===== src/rtl/mmio_uart.sv =====
// Memory-mapped UART for the MEM-stage bus: TXD(+0), RXD(+4), STATUS(+8).
// Define MMIO_UART_IRQ_EN to add the CTRL register at +12 and the registered irq output.
module mmio_uart #(
   parameter int          CLK_FREQ  = 100000000,
   parameter int          BAUD      = 9600,
   parameter int          TX_DEPTH  = 4,
   parameter logic [31:0] BASE_ADDR = 32'h4000_0018
) (
   input  logic        clk,
   input  logic        reset,
   input  logic        MemRead,
   input  logic        MemWrite,
   input  logic [31:0] Address,
   input  logic [31:0] Write_data,
   output logic [31:0] Read_data,
   output logic        hit,
   input  logic        uart_rx,
`ifdef MMIO_UART_IRQ_EN
   output logic        irq,
`endif
   output logic        uart_tx
);
   localparam int CLKS_PER_BIT = CLK_FREQ / BAUD;
   localparam int PTR_W        = $clog2(TX_DEPTH);
   localparam int CNT_W        = $clog2(CLKS_PER_BIT + 1);
   localparam logic [CNT_W-1:0] BIT_LAST  = CNT_W'(CLKS_PER_BIT - 1);
   localparam logic [CNT_W-1:0] HALF_LAST = CNT_W'(CLKS_PER_BIT / 2 - 1);
   localparam logic [CNT_W-1:0] BAUD_ONE  = CNT_W'(1);
   localparam logic [CNT_W-1:0] BAUD_ZERO = CNT_W'(0);
   localparam logic [PTR_W-1:0] PTR_ONE   = PTR_W'(1);
   localparam logic [PTR_W:0]   CNT_ONE   = (PTR_W + 1)'(1);
   localparam logic [PTR_W:0]   FIFO_FULL = (PTR_W + 1)'(TX_DEPTH);
   localparam logic [29:0]      BASE_WORD = BASE_ADDR[31:2];
`ifdef MMIO_UART_IRQ_EN
   localparam logic [29:0]      NUM_REGS  = 30'd4;
`else
   localparam logic [29:0]      NUM_REGS  = 30'd3;
`endif

   typedef enum logic [1:0] {IDLE = 2'd0, START = 2'd1, DATA = 2'd2, STOP = 2'd3} uartState_t;

   uartState_t       txState_r, txNext_s, rxState_r, rxNext_s;
   logic [29:0]      wordOff_s;
   logic             txdWr_s, rxdRd_s, statWr_s;
   logic [7:0]       txMem_r [TX_DEPTH];
   logic [PTR_W-1:0] txWrPtr_r, txRdPtr_r;
   logic [PTR_W:0]   txCount_r;
   logic             txFull_s, txEmpty_s, txBusy_s, txPop_s, txPushOk_s, txBaudDone_s;
   logic [7:0]       txShift_r;
   logic [CNT_W-1:0] txBaud_r, rxBaud_r;
   logic [2:0]       txBit_r, rxBit_r;
   logic             txLine_r;
   logic [1:0]       rxSync_r;
   logic             rxLine_s, rxBaudDone_s, rxGood_s, rxBad_s;
   logic [7:0]       rxShift_r, rxByte_r;
   logic             rxValid_r, rxOverrun_r, txOverflow_r, frameErr_r;
   logic [31:0]      statusWord_s;
   logic             unusedBits_s;

   assign wordOff_s    = Address[31:2] - BASE_WORD;
   assign hit          = (wordOff_s < NUM_REGS);
   assign txdWr_s      = MemWrite & hit & (wordOff_s[1:0] == 2'd0);
   assign rxdRd_s      = MemRead  & hit & (wordOff_s[1:0] == 2'd1);
   assign statWr_s     = MemWrite & hit & (wordOff_s[1:0] == 2'd2);
   assign txFull_s     = (txCount_r == FIFO_FULL);
   assign txEmpty_s    = (txCount_r == {(PTR_W + 1){1'b0}});
   assign txBusy_s     = (txState_r != IDLE);
   assign txPushOk_s   = txdWr_s & (~txFull_s | txPop_s);
   assign txBaudDone_s = (txBaud_r == BAUD_ZERO);
   assign rxBaudDone_s = (rxBaud_r == BAUD_ZERO);
   assign rxLine_s     = rxSync_r[1];
   assign uart_tx      = txLine_r;
   assign statusWord_s = {25'h0, frameErr_r, rxOverrun_r, txOverflow_r, rxValid_r,
                          txBusy_s, txEmpty_s, txFull_s};
   assign unusedBits_s = ^{Write_data[31:8], Address[1:0]};

   // FIFO storage, pointers and occupancy; a push into a full FIFO is legal when the head pops
   always_ff @(posedge clk or posedge reset) begin
      if (reset) begin
         txWrPtr_r <= {PTR_W{1'b0}};
         txRdPtr_r <= {PTR_W{1'b0}};
         txCount_r <= {(PTR_W + 1){1'b0}};
         for (int i = 0; i < TX_DEPTH; i++) txMem_r[i] <= 8'h00;
      end else begin
         if (txPushOk_s) begin
            txMem_r[txWrPtr_r] <= Write_data[7:0];
            txWrPtr_r          <= txWrPtr_r + PTR_ONE;
         end
         if (txPop_s) txRdPtr_r <= txRdPtr_r + PTR_ONE;
         case ({txPushOk_s, txPop_s})
            2'b10:   txCount_r <= txCount_r + CNT_ONE;
            2'b01:   txCount_r <= txCount_r - CNT_ONE;
            default: txCount_r <= txCount_r;
         endcase
      end
   end

   // State registers for both FSMs and the two-flop RX synchronizer (idles high)
   always_ff @(posedge clk or posedge reset) begin
      if (reset) begin
         txState_r <= IDLE;
         rxState_r <= IDLE;
         rxSync_r  <= 2'b11;
      end else begin
         txState_r <= txNext_s;
         rxState_r <= rxNext_s;
         rxSync_r  <= {rxSync_r[0], uart_rx};
      end
   end

   // TX next state; the pop happens in the IDLE cycle that launches the frame
   always_comb begin
      txNext_s = txState_r;
      txPop_s  = 1'b0;
      case (txState_r)
         IDLE:  if (!txEmpty_s) begin txNext_s = START; txPop_s = 1'b1; end
                else txNext_s = IDLE;
         START: if (txBaudDone_s) txNext_s = DATA; else txNext_s = START;
         DATA:  if (txBaudDone_s && (txBit_r == 3'd7)) txNext_s = STOP; else txNext_s = DATA;
         STOP:  if (txBaudDone_s) txNext_s = IDLE; else txNext_s = STOP;
         default: txNext_s = IDLE;
      endcase
   end

   // TX datapath: the line register is updated at each bit boundary so uart_tx is glitch-free
   always_ff @(posedge clk or posedge reset) begin
      if (reset) begin
         txLine_r  <= 1'b1;
         txShift_r <= 8'h00;
         txBaud_r  <= BAUD_ZERO;
         txBit_r   <= 3'd0;
      end else begin
         case (txState_r)
            IDLE: if (txPop_s) begin
               txShift_r <= txMem_r[txRdPtr_r];
               txBaud_r  <= BIT_LAST;
               txBit_r   <= 3'd0;
               txLine_r  <= 1'b0;
            end
            START, DATA: if (txBaudDone_s) begin
               txBaud_r <= BIT_LAST;
               if ((txState_r == DATA) && (txBit_r == 3'd7)) begin
                  txLine_r <= 1'b1;
               end else begin
                  txLine_r  <= txShift_r[0];
                  txShift_r <= {1'b0, txShift_r[7:1]};
               end
               if (txState_r == DATA) txBit_r <= txBit_r + 3'd1;
            end else begin
               txBaud_r <= txBaud_r - BAUD_ONE;
            end
            STOP: if (!txBaudDone_s) txBaud_r <= txBaud_r - BAUD_ONE;
            default: txLine_r <= 1'b1;
         endcase
      end
   end

   // RX next state; a start bit that is high again at mid-bit is treated as a glitch
   always_comb begin
      rxNext_s = rxState_r;
      rxGood_s = 1'b0;
      rxBad_s  = 1'b0;
      case (rxState_r)
         IDLE:  if (!rxLine_s) rxNext_s = START; else rxNext_s = IDLE;
         START: if (rxBaudDone_s) begin
                   if (!rxLine_s) rxNext_s = DATA; else rxNext_s = IDLE;
                end else rxNext_s = START;
         DATA:  if (rxBaudDone_s && (rxBit_r == 3'd7)) rxNext_s = STOP; else rxNext_s = DATA;
         STOP:  if (rxBaudDone_s) begin
                   rxNext_s = IDLE;
                   if (rxLine_s) rxGood_s = 1'b1; else rxBad_s = 1'b1;
                end else rxNext_s = STOP;
         default: rxNext_s = IDLE;
      endcase
   end

   // RX datapath: mid-bit sampling, LSB first
   always_ff @(posedge clk or posedge reset) begin
      if (reset) begin
         rxBaud_r  <= BAUD_ZERO;
         rxBit_r   <= 3'd0;
         rxShift_r <= 8'h00;
         rxByte_r  <= 8'h00;
      end else begin
         case (rxState_r)
            IDLE:  if (!rxLine_s) rxBaud_r <= HALF_LAST;
            START: if (rxBaudDone_s) begin
                      rxBaud_r <= BIT_LAST;
                      rxBit_r  <= 3'd0;
                   end else rxBaud_r <= rxBaud_r - BAUD_ONE;
            DATA:  if (rxBaudDone_s) begin
                      rxBaud_r  <= BIT_LAST;
                      rxShift_r <= {rxLine_s, rxShift_r[7:1]};
                      rxBit_r   <= rxBit_r + 3'd1;
                   end else rxBaud_r <= rxBaud_r - BAUD_ONE;
            STOP:  if (!rxBaudDone_s) rxBaud_r <= rxBaud_r - BAUD_ONE;
            default: rxBaud_r <= BAUD_ZERO;
         endcase
         if (rxGood_s) rxByte_r <= rxShift_r;
      end
   end

   // Receive-valid and sticky flags; a new set beats a same-cycle write-1-to-clear
   always_ff @(posedge clk or posedge reset) begin
      if (reset) begin
         rxValid_r    <= 1'b0;
         rxOverrun_r  <= 1'b0;
         txOverflow_r <= 1'b0;
         frameErr_r   <= 1'b0;
      end else begin
         if (rxGood_s)     rxValid_r <= 1'b1;
         else if (rxdRd_s) rxValid_r <= 1'b0;
         rxOverrun_r  <= (rxGood_s & rxValid_r & ~rxdRd_s)
                         | (rxOverrun_r & ~(statWr_s & Write_data[5]));
         txOverflow_r <= (txdWr_s & ~txPushOk_s) | (txOverflow_r & ~(statWr_s & Write_data[4]));
         frameErr_r   <= rxBad_s | (frameErr_r & ~(statWr_s & Write_data[6]));
      end
   end

`ifdef MMIO_UART_IRQ_EN
   logic [1:0] ctrl_r;
   logic       irq_r;
   assign irq = irq_r;

   // CTRL register (bit0 rx_irq_en, bit1 tx_empty_irq_en) and the registered interrupt
   always_ff @(posedge clk or posedge reset) begin
      if (reset) begin
         ctrl_r <= 2'b00;
         irq_r  <= 1'b0;
      end else begin
         if (MemWrite && hit && (wordOff_s[1:0] == 2'd3)) ctrl_r <= Write_data[1:0];
         irq_r <= (ctrl_r[0] & rxValid_r) | (ctrl_r[1] & txEmpty_s & ~txBusy_s);
      end
   end
`endif

   // Load data mux; zero on a miss or when no load is in progress
   always_comb begin
      Read_data = 32'h0;
      if (MemRead && hit) begin
         case (wordOff_s[1:0])
            2'd1:    Read_data = {24'h0, rxByte_r};
            2'd2:    Read_data = statusWord_s;
`ifdef MMIO_UART_IRQ_EN
            2'd3:    Read_data = {30'h0, ctrl_r};
`endif
            default: Read_data = 32'h0;
         endcase
      end else begin
         Read_data = 32'h0;
      end
   end
endmodule


===== config.mk =====
export PLATFORM = sky130hd
export DESIGN_NAME = mmio_uart
export DESIGN_NICKNAME = d
export VERILOG_FILES = /design/src/rtl/mmio_uart.sv
export SDC_FILE = /design/constraint.sdc
export NUM_CORES = 1
export LEC_CHECK = 0
export CAP_MARGIN = 20
export CORE_ASPECT_RATIO = 0.6
export CORE_UTILIZATION = 40
export CTS_BUF_LIST = sky130_fd_sc_hd__clkbuf_8
export CTS_CLUSTER_SIZE = 10
export DETAILED_ROUTE_END_ITERATION = 6
export PLACE_DENSITY = 0.74
export SETUP_SLACK_MARGIN = 0.1
export SLEW_MARGIN = 20
export SYNTH_ARGS = -nofsm -noshare
export SYNTH_HDL_FRONTEND = slang
export SYNTH_SLANG_ARGS = --single-unit

===== constraint.sdc =====
create_clock -name clk -period 5.2 [get_ports clk]
set_input_delay 0.78 -clock clk [delete_from_list [all_inputs] [get_ports clk]]
set_output_delay 0.78 -clock clk [all_outputs]
set_load 0.02 [all_outputs]

==> results.md <==
- Power Density: 200 mW/mm^2
- Post-route setup TNS: 0 ns
- Ys async rst share: 100%
- Number of DRC markers in iteration 0: approximately 330
- Initial Util: 41.4%
- Drt wl/cell: between 15 and 20 um
- YS warnings: 0
- Synth Cell Area: roughly 0.0064 sq mm
- HPWL after DPL: 9.60 mm
- Period utilisation layout: 94.1%
- Vias in the first global route: 4266
- Die area: 0.0166 sq mm
- Pre-CTS setup slack: 0.111 ns
- Syn Inst Count: 613
- Crit-path max FO: 10
- Unrepaired setup endpoints after global routing: false
- Peak supply drop: roughly 0.11 mV
- Hold Path Class: flip-flop to flip-flop
- Finished Cell Area: 0.00727 sq mm
- # rows: 35
- Critical Path Source Type: input pin
- Pleak: ~0.0034 uW
- Met2 routed WL: 5.31 mm
- Final setup fails: 0
- Largest net degree at the start of global routing: 80
- Post-synth EDFFs: 0
- Core ar.: 0.0155 sq mm
- Total GRT Usage: 16.9%
- Outcome: complete, but fails checks
- Htree depth: 3
- Final hold viol count: 0
- Netlist cell types: 67
- Share of cells above drive strength 1: 14.9%
- Drt pass-1 iters: 6
- Slew Viols, Final: 0
- #FFs+latches synth: between 100 and 150
- CP Class: input pin to output port
- Clk sinks: about 110
- Global-route wire length before repair: 22.1 mm
- Die height: 100 um
- Port Buffers: 52
- Total Nets Final: 755
- Commonest non-fill, non-tap cells in the layout: dfrtp_1 (105), o21ai_0 (48), clkdlybuf4s50_1 (44)
- DP Area: approximately 0.0070 sq mm
- Clk pin slew, worst setup/hold paths: 0.11 ns
- Most common cell after layout, fill and taps aside: dfrtp_1
- Max layer used: met4
- Final setup margin: ~0.30 ns
- Worst EP arrival: 4.12 ns
- Reg area: about 0.0027 sq mm
- Multi-input logic area: 0.00338 sq mm
- Total CTS buffers: 9
- Ant diodes: 0
- Filler cell count: 1422
- Vias/cell: 5.41
- IO Pins: 103
- WL met3: 699 um
- Failing checks: DRC
- Post-route DRC: 5
- Routed length on met1: a little over 7 mm
- Total congestion overflow: 0
- Final WL: between 10 and 15 mm
- GPL Wtd Cong: just over 0.8
- CTS tree: done
- Max-slew headroom: 39.5%
- Die span in x: 166 um
- Sequential fraction of the synthesis area: 42.2%
- Min Tclk post-route: 4.90 ns
- Initial antenna violation count: 0
- DRT antenna net count: 0
- Skew final: approximately 0.023 ns
- Cts hold-fix bufs: 0
- Critical Path RT: about 4.4 ns
- Vias: 4692
- Syn Area/Cell: 10.5 sq um
- Bufs on Longest Clock Path: 2
- Worst-Skew Late Latency: 0.38 ns
- Synth-to-Final Area Change: 13.2%
- Max-cap violations: 0
- Slew @ Worst Pin: between 0.9 and 1 ns
- Worst setup EP type: output port
- Ys flop type: dfrtp_1
- Peak Freq: 204 MHz
- Root buffer cell: clkbuf_8
## worst max-delay path: stages
cell             delay [ns]
clkdlybuf4s50_1        0.51
ha_2                   0.27
or3_1                  0.39
nor4_1                 0.27
a21oi_1                0.12
or4_4                  0.55
nor4_4                 0.35
nand2_4                0.17
inv_1                  0.09
clkdlybuf4s50_1        0.61
## sequential cells by signal, indices dropped and copies added, names as in the netlist, 3 cells and up
name and flops:
txBaud_r 14, txCount_r 3, txBit_r 3, rxBit_r 3
txShift_r 8, rxBaud_r 14, rxByte_r 8, rxShift_r 8
txMem_r 32
## where the power goes
part           switching [uW]  internal, uW  total, uW  leakage [uW]
combinational            71.5          45.4        117       0.00188
clock                     298           194        492     0.0000937
sequential              0.784           841        842       0.00139
total                     370          1080       1450       0.00336
## cells by family after synthesis
logic type      share of synthesized area, %
fa+ha+maj                               5.38
other cells                           0.0584
buf+inv                                 6.51
mux                                     14.7
flops                                   42.2
simple gates                            16.0
compound gates                          13.4
xor+xnor                                1.77
## per-layer routing
layer / GRT usage [%] / up-vias
met4: 2.87 / 0
li1: - / 2270
met3: 3.64 / 5
met1: 28.2 / 2283
met2: 21.6 / 134
met5: 0 / -
## final cells by class
| cell class | instances | share of cell area [%] |
|---|---|---|
| Timing Repair Buffer | 60 | 8.49 |
| Clock buffer | 10 | 1.89 |
| Tap cell | 203 | 3.49 |
| Clock inverter | 6 | 0.689 |
| Sequential cell | 108 | 37.2 |
| Inverter | 31 | 1.64 |
| Multi-Input combinational cell | 449 | 46.6 |
## worst paths after layout
kind | cells after the start | end | slack [ns] | start
hold reg to reg | 0 | rxSync_r[1]$_DFF_PP1_ | 0.37 | rxSync_r[0]$_DFF_PP1_
max in group asynchronous | 4 | rxByte_r[1]$_DFFE_PP0P_ | 3.47 | reset
setup / recovery | 10 | hit | 0.30 | Address[4]
setup reg to reg | 7 | rxBaud_r[11]$_DFFE_PP0P_ | 2.37 | rxBaud_r[9]$_DFFE_PP0P_
min in group asynchronous | 2 | rxBaud_r[1]$_DFFE_PP0P_ | 0.73 | reset
hold / removal | 0 | rxSync_r[1]$_DFF_PP1_ | 0.37 | rxSync_r[0]$_DFF_PP1_
## synth_stat cells (5+ instances only)
cell	instances	area share, %
dfrtp_1	105	41
o21ai_0	48	3.7
nand2_1	38	2.2
nor2_1	34	2.0
mux2_4	32	7.5
inv_1	31	1.8
a21oi_1	26	2.0
ha_1	26	5.1
nor3_1	25	1.9
buf_4	24	2.8
mux2_2	17	3.0
clkbuf_1	16	0.94
and3_1	13	1.3
nor4_1	13	1.3
mux2i_1	9	1.4
nand3_1	9	0.70
a31oi_1	8	0.78
mux4_2	8	2.8
nand2b_1	8	0.78
a22oi_1	7	0.82
o31ai_1	7	0.82
or3_1	7	0.68
xnor2_1	7	0.95
nand4_1	6	0.58
xor2_1	6	0.82
a21o_1	5	0.58
o22a_1	5	0.68
## metrics by stage
step / hold slack, ns / std cells / power, uW / utilization [%]
after global placement: 0.346 / 848 / 971 / 45.3
after global routing: 0.374 / 867 / 1510 / 46.9
final: 0.368 / 867 / 1450 / 46.9
after detailed placement: 0.352 / 848 / 971 / 45.3
after floorplan: 0.345 / 636 / 927 / -
after CTS: 0.368 / 864 / 1460 / 46.5
## what timing repair did
item,in CTS,in global routing
setup endpoints to repair,1,8
gates resized for setup,1,8
gates cloned,0,0
buffers inserted,0,2
pin swaps,0,1
Note: power is estimated with default switching activity, not from simulation.
